$ cat src/rtl/uart_rx_frame_ctrl_if.sv
// uart_rx_frame_ctrl_if: consumer-side valid/accept handshake
// carrying the head FIFO entry (data byte and parity-error flag).
interface uart_rx_frame_ctrl_if;
  logic [7:0] dataOut;
  logic       dataErr;
  logic       dataValid;
  logic       dataAccept;

  modport master (
    output dataOut,
    output dataErr,
    output dataValid,
    input  dataAccept
  );

  modport slave (
    input  dataOut,
    input  dataErr,
    input  dataValid,
    output dataAccept
  );
endinterface

$ cat src/rtl/uart_rx_frame_ctrl.sv
// uart_rx_frame_ctrl: frame capture, parity check and result FIFO.
// Optional RX_FRAME_COUNT_EN adds a 16-bit frameCount output.
module uart_rx_frame_ctrl #(
  parameter int DEPTH  = 4,
  parameter int ADDR_W = 2
) (
  input  logic                  baudOut,
  input  logic                  rst,
  input  logic                  enable,
  input  logic [1:0]            parityMode,
  input  logic [8:0]            dataParityIn,
  input  logic                  rxReady,
  input  logic                  clrErr,
  uart_rx_frame_ctrl_if.master  deq,
  output logic [ADDR_W:0]       fifoCount,
  output logic                  parityErr,
  output logic                  overrunErr
`ifdef RX_FRAME_COUNT_EN
  ,
  output logic [15:0]           frameCount
`endif
);

  localparam logic [ADDR_W:0] FULL = (ADDR_W+1)'(DEPTH);

  typedef enum logic [1:0] {
    WAIT,
    CHECK,
    COMMIT
  } state_t;

  state_t state_q;
  state_t state_d;

  logic              rx_d;
  logic [8:0]        word_q;
  logic [1:0]        mode_q;
  logic              perr_q;
  logic              perr_c;
  logic [8:0]        mem [DEPTH];
  logic [ADDR_W-1:0] wr_ptr;
  logic [ADDR_W-1:0] rd_ptr;
  logic [ADDR_W:0]   count;

  logic capture;
  logic load;
  logic check;
  logic commit;
  logic pop;
  logic push;
  logic drop;

  assign capture = rxReady & ~rx_d & enable;
  assign pop     = deq.dataValid & deq.dataAccept;
  assign push    = commit & ((count < FULL) | pop);
  assign drop    = commit & ~push;

  // State register for the capture/check/commit sequence.
  always_ff @(posedge baudOut) begin
    if (!rst) state_q <= WAIT;
    else      state_q <= state_d;
  end

  // Next state and per-state strobes.
  always_comb begin
    state_d = state_q;
    load    = 1'b0;
    check   = 1'b0;
    commit  = 1'b0;
    unique case (state_q)
      WAIT: begin
        if (capture) begin
          load    = 1'b1;
          state_d = CHECK;
        end
      end
      CHECK: begin
        check   = 1'b1;
        state_d = COMMIT;
      end
      COMMIT: begin
        commit  = 1'b1;
        state_d = WAIT;
      end
      default: state_d = WAIT;
    endcase
  end

  // Parity verdict on the latched word; mode 11 behaves as none.
  always_comb begin
    perr_c = 1'b0;
    unique case (1'b1)
      mode_q == 2'b01: perr_c = ^word_q;
      mode_q == 2'b10: perr_c = ~^word_q;
      default:         perr_c = 1'b0;
    endcase
  end

  // Edge history, frame latch and parity result.
  // rx_d resets high so a level already high is not an edge.
  always_ff @(posedge baudOut) begin
    if (!rst) begin
      rx_d   <= 1'b1;
      word_q <= '0;
      mode_q <= '0;
      perr_q <= 1'b0;
    end else begin
      rx_d <= rxReady;
      if (load) begin
        word_q <= dataParityIn;
        mode_q <= parityMode;
      end
      if (check) perr_q <= perr_c;
    end
  end

  // Result FIFO storage, pointers and occupancy.
  always_ff @(posedge baudOut) begin
    if (!rst) begin
      wr_ptr <= '0;
      rd_ptr <= '0;
      count  <= '0;
      for (int i = 0; i < DEPTH; i++) mem[i] <= '0;
    end else begin
      if (push) begin
        mem[wr_ptr] <= {perr_q, word_q[7:0]};
        wr_ptr      <= wr_ptr + ADDR_W'(1);
      end
      if (pop) rd_ptr <= rd_ptr + ADDR_W'(1);
      if (push && !pop)      count <= count + 1'b1;
      else if (pop && !push) count <= count - 1'b1;
    end
  end

  // Sticky status; a set event beats a same-cycle clear.
  always_ff @(posedge baudOut) begin
    if (!rst) begin
      parityErr  <= 1'b0;
      overrunErr <= 1'b0;
    end else begin
      if (push && perr_q) parityErr <= 1'b1;
      else if (clrErr)    parityErr <= 1'b0;
      if (drop)           overrunErr <= 1'b1;
      else if (clrErr)    overrunErr <= 1'b0;
    end
  end

`ifdef RX_FRAME_COUNT_EN
  // Counts every captured frame, stored or dropped.
  always_ff @(posedge baudOut) begin
    if (!rst)      frameCount <= '0;
    else if (load) frameCount <= frameCount + 16'd1;
  end
`endif

  assign deq.dataOut   = mem[rd_ptr][7:0];
  assign deq.dataErr   = mem[rd_ptr][8];
  assign deq.dataValid = (count != '0);
  assign fifoCount     = count;

endmodule
$ cat src/flat_wrapper.sv
// flat-port wrapper written by rule: the top's interface ports become plain ports
module uart_rx_frame_ctrl_flat 
#(
  parameter int DEPTH  = 4,
  parameter int ADDR_W = 2
)
  (baudOut, rst, enable, parityMode, dataParityIn, rxReady, clrErr, fifoCount, parityErr, overrunErr, deq_dataOut, deq_dataErr, deq_dataValid, deq_dataAccept);
  uart_rx_frame_ctrl_if deq_i ();
  input  logic baudOut;
  input  logic rst;
  input  logic enable;
  input  logic [1:0] parityMode;
  input  logic [8:0] dataParityIn;
  input  logic rxReady;
  input  logic clrErr;
  output logic [ADDR_W:0] fifoCount;
  output logic parityErr;
  output logic overrunErr;
  output wire logic [$bits(deq_i.dataOut)-1:0] deq_dataOut;
  output wire logic [$bits(deq_i.dataErr)-1:0] deq_dataErr;
  output wire logic [$bits(deq_i.dataValid)-1:0] deq_dataValid;
  input wire logic [$bits(deq_i.dataAccept)-1:0] deq_dataAccept;
  assign deq_dataOut = deq_i.dataOut;
  assign deq_dataErr = deq_i.dataErr;
  assign deq_dataValid = deq_i.dataValid;
  assign deq_i.dataAccept = deq_dataAccept;
  uart_rx_frame_ctrl #(.DEPTH(DEPTH), .ADDR_W(ADDR_W)) u_core (.baudOut(baudOut), .rst(rst), .enable(enable), .parityMode(parityMode), .dataParityIn(dataParityIn), .rxReady(rxReady), .clrErr(clrErr), .deq(deq_i), .fifoCount(fifoCount), .parityErr(parityErr), .overrunErr(overrunErr));
endmodule
$ cat config.mk
export PLATFORM = sky130hd
export DESIGN_NAME = uart_rx_frame_ctrl_flat
export DESIGN_NICKNAME = d
export VERILOG_FILES = /design/src/rtl/uart_rx_frame_ctrl_if.sv /design/src/rtl/uart_rx_frame_ctrl.sv /design/src/flat_wrapper.sv
export SDC_FILE = /design/constraint.sdc
export NUM_CORES = 1
export LEC_CHECK = 0
export ABC_CLOCK_PERIOD_IN_PS = 6700
export CAP_MARGIN = 5
export CORE_MARGIN = 3
export CORE_UTILIZATION = 55
export DETAILED_ROUTE_END_ITERATION = 6
export PLACE_DENSITY = 0.8
export SYNTH_ARGS = -nofsm -noshare
export SYNTH_HDL_FRONTEND = slang
export SYNTH_SLANG_ARGS = --single-unit
$ cat constraint.sdc
create_clock -name baudOut -period 6.7 [get_ports baudOut]
set_clock_uncertainty 0.2 [all_clocks]
set_input_delay 1.34 -clock baudOut [delete_from_list [all_inputs] [get_ports baudOut]]
set_output_delay 1.34 -clock baudOut [all_outputs]
set_load 0.005 [all_outputs]
# Word level (Yosys, flattened, before mapping)
# Memory sizes are Yosys's and may differ from the RTL's. A register that Yosys moved wholly into a read port is not among the register bits.
# Index checks and enable logic that the tools add are counted.
# op_classes
n_mux,21
eq_ne,5
n_lt_le_gt_ge,1
n_reduce_logical,13
add_sub_neg,4
n_bitwise,8
# ops
operator,n
$mux W1,12
$mux W9,1
$reduce_or A9 Y1,1
$reduce_xnor A9 Y1,1
$reduce_xor A9 Y1,1
$mux W2,4
$mux W3,2
$reduce_bool A2 Y1,3
$and A1 B1 Y1,5
$add A2 B1 Y2 const B,2
$eq A2 B1 Y1 const B,2
$eq A2 B2 Y1 const B,2
$pmux W2 S2,1
$add A3 B1 Y3 const B,1
$logic_and A1 B1 Y1,3
$lt A3 B3 Y1 const B,1
$reduce_bool A3 Y1,1
$sub A3 B1 Y3 const B,1
$logic_not A1 Y1,2
$logic_not A2 Y1,1
$ne A2 B1 Y1 const B,1
$not A1 Y1,2
$pmux W1 S2,1
$or A1 B1 Y1,1
# word_totals
inputBits,17
ff_bits,24
mem_bits_rw,36
n_memories,1
# memory_table
memory,words,word_bits,rd,rd_ports_with_merged_regs,write_ports,line_no,text
u_core.mem,4,9,1,1,4,uart_rx_frame_ctrl.sv:40,logic [8:0] mem [DEPTH];

# Depth between registers and ports, before layout
# Gate-level depths: netlist of the first run.
# depth
depth_word,9
depth_mapped,10
depth_no_buf,9

# Worst setup path after synthesis of the first run
# No wires, ideal clock.
# synth_timing
path_type,in2reg
start,input port deq_dataAccept
end,"register u_core.count[2], in the netlist u_core.fifoCount[2]"
required_ns,6.424
arrival_ns,3.094
cell_stages,10
path_buffers,1
setup_slack_ns,3.330
cell_sequence,nand2b_1 > nand2_1 > inv_1 > clkbuf_1 > ha_1 > inv_1 > fa_1 > xor2_1 > or3_1 > a21boi_0
# synth_via
elab_chain_cells,6
# synth_lines
item,line_no,text
from (decl),flat_wrapper.sv:22,input wire logic [$bits(deq_i.dataAccept)-1:0] deq_dataAccept;
$and A1 B1 Y1 (*),uart_rx_frame_ctrl.sv:54,assign pop = deq.dataValid & deq.dataAccept;
$or A1 B1 Y1 (*),uart_rx_frame_ctrl.sv:55,assign push = commit & ((count < FULL) | pop);
$and A1 B1 Y1 (*),uart_rx_frame_ctrl.sv:55,
named net u_core.push,uart_rx_frame_ctrl.sv:50,logic push;
$logic_not A1 Y1,uart_rx_frame_ctrl.sv:131,else if (pop && !push) count <= count - 1'b1;
$logic_and A1 B1 Y1,uart_rx_frame_ctrl.sv:131,
$reduce_bool A2 Y1 (no source line),--,
to (signal assigned),uart_rx_frame_ctrl.sv:130,if (push && !pop) count <= count + 1'b1;
to (signal assigned),uart_rx_frame_ctrl.sv:131,
to (decl),uart_rx_frame_ctrl.sv:43,logic [ADDR_W:0] count;
# The timed path passes the listed nets; every way through them passes the cells marked *.
# A chain may end at the register's enable or synchronous reset.

# Worst setup path in the final report of the first run
# layout_timing
start,input port deq_dataAccept
end,"register u_core.count[2], in the netlist u_core.fifoCount[2]"
# layout_via
elab_chain_cells,6
# layout_lines
item,line_no
$and A1 B1 Y1 (*),uart_rx_frame_ctrl.sv:54
$or A1 B1 Y1,uart_rx_frame_ctrl.sv:55
$and A1 B1 Y1,uart_rx_frame_ctrl.sv:55
$logic_not A1 Y1,uart_rx_frame_ctrl.sv:131
$logic_and A1 B1 Y1,uart_rx_frame_ctrl.sv:131
$reduce_bool A2 Y1 (no source line),--
# Every way passes the cells marked *; elsewhere a longest branch is shown, timed or not.

==> results_tabular.tex, run 1 <==
\begin{tabular}{lr}
\hline
Metric & Value \\
\hline
\multicolumn{2}{l}{\textbf{Synth}} \\
Top cell type's share of synthesized area & 0.390 \\
Seq/Total Area, Yosys & 0.578 \\
Cell taking the most area after synthesis & edfxtp\_1 \\
Post-Synthesis Net Count & 226 \\
Compound-gate portion of the synthesized area & 0.0357 \\
Ranking of synthesized cells by area & edfxtp\_1 (39\%), dfxtp\_1 (19\%), and2\_1 (7.5\%) \\
Area of the mapped netlist & 2770 um2 \\
Mapped Avg Cell Area & 13.4 um2 \\
Post-Syn Instances & 207 \\
Count of yosys warnings during synthesis & 0 \\
Combinational family with the most area after synthesis & simple AND/OR/NAND/NOR gates \\
Post-synthesis adder-cell area fraction & 0.0117 \\
Area fraction in and, or, nand and nor cells after synthesis & 0.183 \\
Share of the synthesized netlist area taken by xor and xnor gates & 0.0533 \\
Mux share of post-synthesis cell area & 0.117 \\
Count of distinct cell types in the synthesized netlist & 34 \\
Flip-flop and latch count after synthesis & between 60 and 70 \\
\multicolumn{2}{l}{\textbf{Timing}} \\
Post-Route Setup TNS & 0 ns \\
Highest clock frequency the design can meet & about 0.27 GHz \\
Share of the clock period used by the worst path & 0.556 \\
Endpoints failing hold & 0 \\
Slew HR & 0.305 \\
Unrepaired setup endpoints after global routing & false \\
Worst slew pin tran & 1.03 ns \\
Final setup violation count & 0 \\
Final min period & 3.72 ns \\
Count of final max-slew check failures & 0 \\
Final worst slack & roughly 3.0 ns \\
\multicolumn{2}{l}{\textbf{Critical path}} \\
Top fanout value on the critical path & 11 \\
Startpoint Class & input pin \\
Delay of the slowest cell on the worst path & 0.49 ns \\
Crit path DAT & approximately 3.8 ns \\
Endpoint class of the critical path & flip-flop \\
Critical path class & in2reg \\
Most common cell on crit path & inv\_1 \\
Depth of the worst register-to-register path & 9 \\
Buffering stage count on the worst path with inverters included & 3 \\
Critical-path top delay cell & clkdlybuf4s50\_1 \\
Chain of cells forming the critical path & clkdlybuf4s50\_1 > nand2b\_1 > nand2\_1 > inv\_1 > ha\_1 > inv\_1 > fa\_1 > xor2\_1 > or3\_1 > a21boi\_0 \\
CP required & 6.76 ns \\
Gate family responsible for the most delay along the worst path & buffers and inverters \\
Critical Path Stages & 10 \\
\multicolumn{2}{l}{\textbf{Floorplan}} \\
Count of boundary I/O pins & 32 \\
Die outline area & between 5000 and 6000 um2 \\
Core Area & 4790 um2 \\
Standard-cell row count & 25 \\
Die boundary height & approximately 77 um \\
Die extent in x & roughly 77 um \\
Initial Util & 0.579 \\
\multicolumn{2}{l}{\textbf{Clock network}} \\
CTS clock-pin slew for the worst setup and hold paths & 0.07 ns \\
Number of sinks driven by the clock tree & 62 \\
Insertion delay to the later sink of the worst-skew pair & between 0.3 and 0.4 ns \\
H-tree level count & 3 \\
TritonCTS clock tree & built \\
Number of buffers created by CTS & 9 \\
Root Driver & clkbuf\_8 \\
Number of buffers added to fix hold violations after cts & 0 \\
Setup fix buffers added after clock tree synthesis & 0 \\
Maximum number of buffers from clock root to sink & 2 \\
Resize count post-CTS & 0 \\
\multicolumn{2}{l}{\textbf{Global routing}} \\
First-pass GRT wire length & about 8.4 mm \\
Largest net degree at the start of global routing & 28 \\
Global-route congestion overflow total & 0 \\
Number of antenna violations at the first check in global routing & 0 \\
Global-route usage over all layers & 0.191 \\
Number of global-route vias before repair & 1694 \\
\multicolumn{2}{l}{\textbf{Flow run}} \\
Max Cap Viol & 0 \\
\multicolumn{2}{l}{\textbf{Placement}} \\
IO Port Bufs & 31 \\
Weighted congestion reported at the end of routability-driven placement & approximately 0.75 \\
Number of placed instances, taps included & 298 \\
Placement-stage worst setup slack & 2.67 ns \\
HPWL reported at the end of detailed placement & about 3.2 mm \\
\multicolumn{2}{l}{\textbf{Power and ir drop}} \\
Switching Fraction & 0.237 \\
Internal power & 0.000773 W \\
Leakage power figure & about 1.2 nW \\
Relative contribution of combinational cells to total power & 0.196 \\
IR drop worst, VDD & about 0.26 mV \\
Share of power burned in the clock network & 0.346 \\
Sequential share of power & 0.458 \\
Power density normalized to cell area & 300 nW/um2 \\
Psw & $\sim$0.00024 W \\
\multicolumn{2}{l}{\textbf{Layout}} \\
Commonest cells after routing, fill and taps aside & edfxtp\_1 (36), and2\_1 (33), clkdlybuf4s50\_1 (31) \\
Count of antenna diodes in the layout & 0 \\
Most common cell after layout, fill and taps aside & edfxtp\_1 \\
Area growth from synthesis to layout & 22.0\% \\
Fraction of layout instances using a drive strength above 1 & 0.134 \\
Final nets & 261 \\
Post-route insts no fill & roughly 310 \\
\multicolumn{2}{l}{\textbf{Min path}} \\
Type of the most critical hold path & reg2reg \\
Number of cells traversed by the worst hold path & 2 \\
\multicolumn{2}{l}{\textbf{Drt}} \\
Number of nets still failing antenna checks after routing & 0 \\
Number of remaining DRC errors & 0 \\
Number of violations reported at the end of detailed-routing iteration 0 & 82 \\
Via count of the routed design & 1666 \\
Detailed Route WL & 5.02 mm \\
Average wire per standard cell & 16.0 um \\
Post-DR vias/cell & 5.31 \\
Detailed-routing iteration count for the pre-antenna-repair pass & 4 \\
\multicolumn{2}{l}{\textbf{Run status}} \\
Result of the run & complete, no violations \\
\hline
\end{tabular}
## cells by family (layout without fill, tap and decap cells)
family / after synthesis / count (layout)
AO/OA/AOI/OAI: 15 / 15
multiplexers: 21 / 21
adder cells (fa/ha/maj): 2 / 2
XOR/XNOR: 12 / 12
AND/OR/NAND/NOR: 80 / 80
buffers and inverters: 15 / 55
flip-flops: 62 / 62
## sequential cells by signal, indices dropped and copies added (netlist names), named ones only
signal,cells
u_core.mem,36
u_core.word_q,9
u_core.fifoCount,3
u_core.mode_q,2
u_core.rd_ptr,2
u_core.state_q,2
u_core.wr_ptr,2
u_core.overrunErr,1
u_core.parityErr,1
u_core.perr_q,1
u_core.rx_d,1
## power groups by stage
stage | Clock (W) | Sequential, W | Combinational [W]
4_1_cts | 0.000357 | 0.000466 | 0.000201
5_1_grt | 0.000374 | 0.000471 | 0.000218
3_3_place_gp | 0 | 0.000473 | 0.000196
6_report | 0.000351 | 0.000464 | 0.000198
3_5_place_dp | 0 | 0.000474 | 0.000198
2_1_floorplan | 0 | 0.000451 | 0.000124
## Yosys cell counts
cell	n
nor2_1	2
mux2i_1	12
nand2_1	3
nand3_1	3
o21ai_0	5
o2111ai_1	4
nor3b_1	1
and3_1	8
and2_2	3
xor2_1	2
nor4_2	1
nor2b_1	17
inv_1	5
nor4b_2	1
buf_1	2
buf_2	3
and3_2	1
dfxtp_1	26
edfxtp_1	36
ha_1	1
o22ai_1	1
a21oi_1	2
xor3_1	1
fa_1	1
a21boi_0	2
and2_1	33
xnor3_1	2
clkbuf_1	5
and2b_1	1
or3_1	3
xnor2_1	7
nand2b_1	3
mux4_2	9
o31ai_1	1
## worst paths after layout
kind | start | end | slack (ns)
worst max-delay path | deq_dataAccept | u_core.fifoCount[2] | 2.98
worst min-delay path | u_core.mode_q[1] | u_core.mode_q[1] | 0.34
worst max register to register | u_core.state_q[1] | u_core.fifoCount[2] | 4.06
worst min register to register | u_core.mode_q[1] | u_core.mode_q[1] | 0.34
## through the flow
stage	hold WS [ns]	utilization	power [W]	instance area, um2
floorplan	0.298	-	0.000576	2770
global placement	0.313	0.660	0.000669	3160
detailed placement	0.325	0.660	0.000672	3160
CTS	0.336	0.706	0.00102	3380
global route	0.373	0.706	0.00106	3380
finish	0.337	0.706	0.00101	3380
## metal layers
layer / wire length (um) / global-route usage
met1: 2190 / 0.238
met4: 179 / 0.133
met3: 223 / 0.0458
met2: 2430 / 0.292
met5: 0 / 0
## worst min-delay path, stage by stage, from the launching register on
cell and delay (ns):
dfxtp_1 0.32, mux2i_1 0.12, nor2b_1 0.05
## cell type report
type / instances / area [um2]
fillers: 358 / 1410
multi-input cells: 130 / 1120
repair buffers: 34 / 333
well taps: 67 / 83.8
inverters: 5 / 18.8
flip-flops and latches: 62 / 1600
clock buffers: 13 / 180
clock inverters: 3 / 38.8
(Power assumes the default switching activity.)
==> inputs of run 2 (changes only) <==
Settings changed: ABC_CLOCK_PERIOD_IN_PS 6700 to 3800.
Clock period 6.7 ns to 3.8 ns, I/O delays scaled along.
==> run 2 against run 1 <==
Net effect:
- worst setup slack worse by 2.3 ns
- register-to-register slack worse by 2.9 ns
- flip-flop and latch count unchanged
- largest power group unchanged
- via count up 1.5%
==> results_tabular.tex, run 2 (same netlist as run 1, synthesis figures left out) <==
\begin{tabular}{lr}
\hline
Metric & Value \\
\hline
\multicolumn{2}{l}{\textbf{Run status}} \\
Result of the run & complete, no violations (unchanged) \\
\multicolumn{2}{l}{\textbf{Layout}} \\
Count of antenna diodes in the layout & 0 (unchanged) \\
Final instance area & 3400 um2 (was 3380 um2) \\
Most flop-heavy register & u\_core.mem (unchanged) \\
Most common cell after layout, fill and taps aside & edfxtp\_1 (unchanged) \\
Number of flip-flops in the largest register & 36 (unchanged) \\
Final nets & 266 (was 261) \\
Commonest cells after routing, fill and taps aside & edfxtp\_1 (36), and2\_1 (33), clkdlybuf4s50\_1 (31) (unchanged) \\
Fraction of layout instances using a drive strength above 1 & 0.139 (was 0.134) \\
Area growth from synthesis to layout & 22.6\% (was 22.0\%) \\
\multicolumn{2}{l}{\textbf{Clock network}} \\
TritonCTS clock tree & built (unchanged) \\
Root Driver & clkbuf\_8 (unchanged) \\
Number of buffers added to fix hold violations after cts & 0 (unchanged) \\
Setup fix buffers added after clock tree synthesis & 0 (unchanged) \\
Resize count post-CTS & 0 (unchanged) \\
Number of sinks driven by the clock tree & 62 (unchanged) \\
H-tree level count & 3 (unchanged) \\
Insertion delay to the later sink of the worst-skew pair & 0.34 ns (about the same) \\
Maximum number of buffers from clock root to sink & 2 (unchanged) \\
CTS clock-pin slew for the worst setup and hold paths & 0.06 ns (was 0.07 ns) \\
Number of buffers created by CTS & 9 (unchanged) \\
\multicolumn{2}{l}{\textbf{Min path}} \\
Worst hold start & u\_core.mode\_q[1] (unchanged) \\
Type of the most critical hold path & reg2reg (unchanged) \\
Number of cells traversed by the worst hold path & 2 (unchanged) \\
Worst-case hold path end point & u\_core.mode\_q[1] (unchanged) \\
\multicolumn{2}{l}{\textbf{Critical path}} \\
Crit Reg-Reg Startpoint & u\_core.state\_q[1] (unchanged) \\
Register-to-register path setup slack & 1.13 ns (was 4.06 ns) \\
Endpoint class of the critical path & flip-flop (unchanged) \\
Startpoint Class & input pin (unchanged) \\
Crit path DAT & 3.22 ns (was 3.78 ns) \\
Top fanout value on the critical path & 11 (unchanged) \\
CP required & 3.86 ns (was 6.76 ns) \\
Destination of the worst register-to-register timing path & u\_core.fifoCount[2] (unchanged) \\
Critical path class & in2reg (unchanged) \\
Depth of the worst register-to-register path & 9 (unchanged) \\
\multicolumn{2}{l}{\textbf{Global routing}} \\
Number of global-route vias before repair & 1678 (was 1694) \\
Number of antenna violations at the first check in global routing & 0 (unchanged) \\
Global-route usage over all layers & 0.191 (about the same) \\
First-pass GRT wire length & 8.36 mm (was 8.43 mm) \\
Global-route congestion overflow total & 0 (unchanged) \\
Largest net degree at the start of global routing & 44 (was 28) \\
\multicolumn{2}{l}{\textbf{Floorplan}} \\
Standard-cell row count & 25 (unchanged) \\
Die extent in x & 77.0 um (unchanged) \\
Core Area & 4790 um2 (unchanged) \\
Die outline area & 5920 um2 (unchanged) \\
Initial Util & 0.579 (unchanged) \\
Die boundary height & 77.0 um (unchanged) \\
Count of boundary I/O pins & 32 (unchanged) \\
\multicolumn{2}{l}{\textbf{Flow run}} \\
Max Cap Viol & 0 (unchanged) \\
\multicolumn{2}{l}{\textbf{Power and ir drop}} \\
Total power & 0.00177 W (was 0.00101 W) \\
Leakage power figure & 1.26 nW (was 1.24 nW) \\
IR drop worst, VDD & 0.475 mV (was 0.264 mV) \\
Power density normalized to cell area & 522 nW/um2 (was 300 nW/um2) \\
\multicolumn{2}{l}{\textbf{Drt}} \\
Post-DR vias/cell & 5.30 (was 5.31) \\
Via count of the routed design & 1691 (was 1666) \\
Number of nets still failing antenna checks after routing & 0 (unchanged) \\
Number of violations reported at the end of detailed-routing iteration 0 & 101 (was 82) \\
Average wire per standard cell & 16.0 um (about the same) \\
Detailed-routing iteration count for the pre-antenna-repair pass & 4 (unchanged) \\
Detailed Route WL & 5.10 mm (was 5.02 mm) \\
Number of remaining DRC errors & 0 (unchanged) \\
\multicolumn{2}{l}{\textbf{Timing}} \\
Count of final max-slew check failures & 0 (unchanged) \\
Share of the clock period used by the worst path & 0.831 \\
Unrepaired setup endpoints after global routing & false (unchanged) \\
Final setup violation count & 0 (unchanged) \\
Highest clock frequency the design can meet & 0.317 GHz \\
Slew HR & 0.570 (was 0.305) \\
Final worst slack & 0.643 ns (was 2.98 ns) \\
Post-Route Setup TNS & 0 ns (unchanged) \\
Worst slew pin tran & 0.644 ns (was 1.03 ns) \\
Final min period & 3.16 ns \\
Endpoints failing hold & 0 (unchanged) \\
\multicolumn{2}{l}{\textbf{Placement}} \\
IO Port Bufs & 31 (unchanged) \\
Placement-stage worst setup slack & 0.338 ns (was 2.67 ns) \\
Weighted congestion reported at the end of routability-driven placement & 0.750 (was 0.752) \\
HPWL reported at the end of detailed placement & 3.23 mm (was 3.22 mm) \\
Post-Place Cell Area & 3190 um2 (was 3160 um2) \\
\hline
\end{tabular}
run 2: cell count changes in the layout (fill, tap and decap cells not counted), sizes merged:
cell | previous run | this run
buf | 3 | 8
clkinv | 2 | 4
clkbuf | 13 | 10
bufinv | 1 | 2
run 2: critical path, stage by stage:
cell,delay [ns]
clkdlybuf4s50_1,0.49
nand2b_1,0.19
nand2_1,0.17
inv_1,0.29
ha_1,0.25
inv_1,0.06
fa_1,0.38
xor2_1,0.15
or3_1,0.30
a21boi_0,0.17
run 2: metrics by stage:
stage | instances | hold slack (ns) | utilization
2_1_floorplan | 207 | 0.298 | -
3_3_place_gp | 303 | 0.314 | 0.667
3_5_place_dp | 303 | 0.325 | 0.667
4_1_cts | 319 | 0.334 | 0.710
5_1_grt | 319 | 0.368 | 0.710
6_report | 319 | 0.331 | 0.710
run 2: worst max-delay path by stage:
stage | startpoint | endpoint | cells past startpoint
global route | deq_dataAccept | u_core.fifoCount[2] | 10
detailed placement | deq_dataAccept | u_core.fifoCount[2] | 10
finish | deq_dataAccept | u_core.fifoCount[2] | 10
global placement | deq_dataAccept | u_core.fifoCount[2] | 10
CTS | deq_dataAccept | u_core.fifoCount[2] | 10
floorplan | deq_dataAccept | u_core.fifoCount[2] | 10
run 2: power by group:
part / switching (W) / internal, W / total [W]
clock network: 0.000244 / 0.000362 / 0.000606
logic: 0.000114 / 0.000235 / 0.000349
registers: 0.0000637 / 0.000754 / 0.000818
total: 0.000422 / 0.00135 / 0.00177
run 2: cell type report:
| type | instances | area [um2] |
|---|---|---|
| multi-input combinational | 130 | 1120 |
| inverter | 5 | 18.8 |
| sequential | 62 | 1600 |
| clock buffer | 10 | 128 |
| fill | 347 | 1390 |
| clock inverter | 6 | 76.3 |
| tap | 67 | 83.8 |
| timing repair buffer | 39 | 370 |
run 2: per-layer routing:
metal	routed length, um	part of all wire	track usage	up-vias
li1	-	-	-	824
met5	0	0	0	-
met3	275	0.054	0.0540	11
met4	99	0.019	0.0925	0
met1	2250	0.44	0.235	809
met2	2470	0.48	0.310	47
==> inputs of run 3 (changes only) <==
Settings changed: ABC_CLOCK_PERIOD_IN_PS 3800 to 3070.
Clock period 3.8 ns to 3.07 ns, I/O delays scaled along.
==> run 3 against run 2 <==
Net effect:
- power grew 17%
- highest routed layer unchanged
- flip-flop and latch count is the same
- final area down 0.52%
- register-to-register slack worse by 0.56 ns
- worst setup slack got worse by 0.26 ns
- global-route usage up 0.40 points
- combinational power up 37%
- sequential power rose by 20%
==> results_tabular.tex, run 3 (same netlist as run 1, synthesis figures left out) <==
\begin{tabular}{lr}
\hline
Metric & Value \\
\hline
\multicolumn{2}{l}{\textbf{Clock network}} \\
Number of sinks driven by the clock tree & 62 (unchanged) \\
Setup fix buffers added after clock tree synthesis & 0 (unchanged) \\
Number of buffers created by CTS & 9 (unchanged) \\
CTS clock-pin slew for the worst setup and hold paths & 0.07 ns (was 0.06 ns) \\
Insertion delay to the later sink of the worst-skew pair & 0.33 ns (was 0.34 ns) \\
Resize count post-CTS & 0 (unchanged) \\
Maximum number of buffers from clock root to sink & 2 (unchanged) \\
Number of buffers added to fix hold violations after cts & 0 (unchanged) \\
Root Driver & clkbuf\_8 (unchanged) \\
TritonCTS clock tree & built (unchanged) \\
H-tree level count & 3 (unchanged) \\
\multicolumn{2}{l}{\textbf{Global routing}} \\
First-pass GRT wire length & 8.65 mm (was 8.36 mm) \\
Number of global-route vias before repair & 1716 (was 1678) \\
Global-route congestion overflow total & 0 (unchanged) \\
Largest net degree at the start of global routing & 44 (unchanged) \\
Global-route usage over all layers & 0.195 (was 0.191) \\
Number of antenna violations at the first check in global routing & 0 (unchanged) \\
\multicolumn{2}{l}{\textbf{Run status}} \\
Result of the run & complete, no violations (unchanged) \\
\multicolumn{2}{l}{\textbf{Drt}} \\
Average wire per standard cell & 15.5 um (was 16.0 um) \\
Number of violations reported at the end of detailed-routing iteration 0 & 118 (was 101) \\
Detailed-routing iteration count for the pre-antenna-repair pass & 4 (unchanged) \\
Number of nets still failing antenna checks after routing & 0 (unchanged) \\
Number of remaining DRC errors & 0 (unchanged) \\
Via count of the routed design & 1677 (was 1691) \\
Post-DR vias/cell & 5.22 (was 5.30) \\
Detailed Route WL & 4.97 mm (was 5.10 mm) \\
\multicolumn{2}{l}{\textbf{Layout}} \\
Layout filler cell count & 342 (was 347) \\
Most common cell after layout, fill and taps aside & edfxtp\_1 (unchanged) \\
Final instance area & 3380 um2 (was 3400 um2) \\
Most flop-heavy register & u\_core.mem (unchanged) \\
Count of antenna diodes in the layout & 0 (unchanged) \\
Fraction of layout instances using a drive strength above 1 & 0.146 (was 0.139) \\
Utilization after layout & 0.706 (was 0.710) \\
Commonest cells after routing, fill and taps aside & edfxtp\_1 (36), and2\_1 (33), clkdlybuf4s50\_1 (31) (unchanged) \\
Post-route insts no fill & 321 (was 319) \\
Final nets & 268 (was 266) \\
Area growth from synthesis to layout & 22.0\% (was 22.6\%) \\
Number of flip-flops in the largest register & 36 (unchanged) \\
\multicolumn{2}{l}{\textbf{Min path}} \\
Worst hold start & u\_core.mode\_q[0] (was u\_core.mode\_q[1]) \\
Worst-case hold path end point & u\_core.mode\_q[0] (was u\_core.mode\_q[1]) \\
Number of cells traversed by the worst hold path & 2 (unchanged) \\
Type of the most critical hold path & reg2reg (unchanged) \\
\multicolumn{2}{l}{\textbf{Flow run}} \\
Max Cap Viol & 0 (unchanged) \\
\multicolumn{2}{l}{\textbf{Floorplan}} \\
Standard-cell row count & 25 (unchanged) \\
Die extent in x & 77.0 um (unchanged) \\
Initial Util & 0.579 (unchanged) \\
Die outline area & 5920 um2 (unchanged) \\
Die boundary height & 77.0 um (unchanged) \\
Count of boundary I/O pins & 32 (unchanged) \\
Core Area & 4790 um2 (unchanged) \\
\multicolumn{2}{l}{\textbf{Placement}} \\
Weighted congestion reported at the end of routability-driven placement & 0.772 (was 0.750) \\
Post-Place Cell Area & 3210 um2 (was 3190 um2) \\
Number of placed instances, taps included & 305 (was 303) \\
IO Port Bufs & 31 (unchanged) \\
HPWL reported at the end of detailed placement & 3.31 mm (was 3.23 mm) \\
\multicolumn{2}{l}{\textbf{Timing}} \\
Worst slew pin tran & 0.922 ns (was 0.644 ns) \\
Endpoints failing hold & 0 (unchanged) \\
Final min period & 2.69 ns \\
Slew HR & 0.384 (was 0.570) \\
Final setup violation count & 0 (unchanged) \\
Count of final max-slew check failures & 0 (unchanged) \\
Unrepaired setup endpoints after global routing & false (unchanged) \\
Share of the clock period used by the worst path & 0.875 \\
Post-Route Setup TNS & 0 ns (unchanged) \\
Highest clock frequency the design can meet & 0.372 GHz \\
\multicolumn{2}{l}{\textbf{Critical path}} \\
Critical-path top delay cell & clkdlybuf4s50\_1 (unchanged) \\
Endpoint class of the critical path & flip-flop (unchanged) \\
Destination of the worst register-to-register timing path & u\_core.fifoCount[2] (unchanged) \\
CP required & 3.12 ns (was 3.86 ns) \\
Depth of the worst register-to-register path & 8 (was 9) \\
Register-to-register path setup slack & 0.57 ns (was 1.13 ns) \\
Most common cell on crit path & inv\_1 (unchanged) \\
Top fanout value on the critical path & 4 (was 11) \\
Startpoint Class & input pin (unchanged) \\
Critical path class & in2reg (unchanged) \\
Crit path DAT & 2.73 ns (was 3.22 ns) \\
Delay of the slowest cell on the worst path & 0.50 ns (was 0.49 ns) \\
Chain of cells forming the critical path & clkdlybuf4s50\_1 > nand2b\_1 > nand2\_1 > inv\_1 > ha\_1 > inv\_1 > fa\_1 > xor2\_1 > or3\_1 > a21boi\_0 (unchanged) \\
Crit Reg-Reg Startpoint & u\_core.fifoCount[0] (was u\_core.state\_q[1]) \\
\multicolumn{2}{l}{\textbf{Power and ir drop}} \\
Power density normalized to cell area & 615 nW/um2 (was 522 nW/um2) \\
Leakage power figure & 1.25 nW (was 1.26 nW) \\
IR drop worst, VDD & 0.470 mV (was 0.475 mV) \\
Total power & 0.00208 W (was 0.00177 W) \\
\hline
\end{tabular}
-- run 3: cell count changes in the layout (fill, tap and decap cells not counted) --
cell / change
buf_4: +2
bufinv_16: -2
clkbuf_1: +2
clkbuf_8: +2
clkinv_1: -2
-- run 3: worst max path at each step --
stage | depth (start not counted) | slack, ns | from | endpoint
2_1_floorplan | 10 | 0.43 | deq_dataAccept | u_core.fifoCount[2]
3_3_place_gp | 10 | 0.17 | deq_dataAccept | u_core.fifoCount[2]
3_5_place_dp | 10 | 0.05 | deq_dataAccept | u_core.fifoCount[2]
4_1_cts | 3 | 0.36 | flip-flop | deq_dataErr
5_1_grt | 10 | 0.23 | deq_dataAccept | u_core.fifoCount[2]
6_report | 10 | 0.38 | deq_dataAccept | u_core.fifoCount[2]
-- run 3: per-stage QoR --
step | hold WS, ns | worst slack [ns]
floorplan | 0.298 | 0.426
CTS | 0.337 | 0.358
detailed placement | 0.328 | 0.0487
global placement | 0.319 | 0.174
global route | 0.395 | 0.231
finish | 0.335 | 0.383
-- run 3: final cells by class --
type                       instances  area, um2  share of cell area
multi-input combinational        130       1120               0.331
clock inverter                     2       8.76             0.00259
clock buffer                      14        163              0.0481
inverter                           5       18.8             0.00556
timing repair buffer              41        385               0.114
tap                               67       83.8              0.0248
sequential                        62       1600               0.474
-- run 3: report_power, final --
group / internal [W] / total (W) / leakage (nW) / switching, W
Sequential: 0.000934 / 0.000981 / 0.583 / 0.0000466
Combinational: 0.000299 / 0.000477 / 0.580 / 0.000178
Clock: 0.000334 / 0.000622 / 0.0881 / 0.000288
-- run 3: critical path: cells and delay by family --
family	cells	cell delay (ns)
adders and majority gates	2	0.56
and+or+nand+nor	3	0.57
buffers and inverters	3	0.64
xor gates and xnor gates	1	0.16
AOI/OAI and AO/OA	1	0.19
-- run 3: routing by layer --
metal  GRT usage  part of all wire
met1       0.243              0.43
met2       0.317              0.51
met3      0.0493             0.043
met4      0.0961             0.019
met5           0                 0
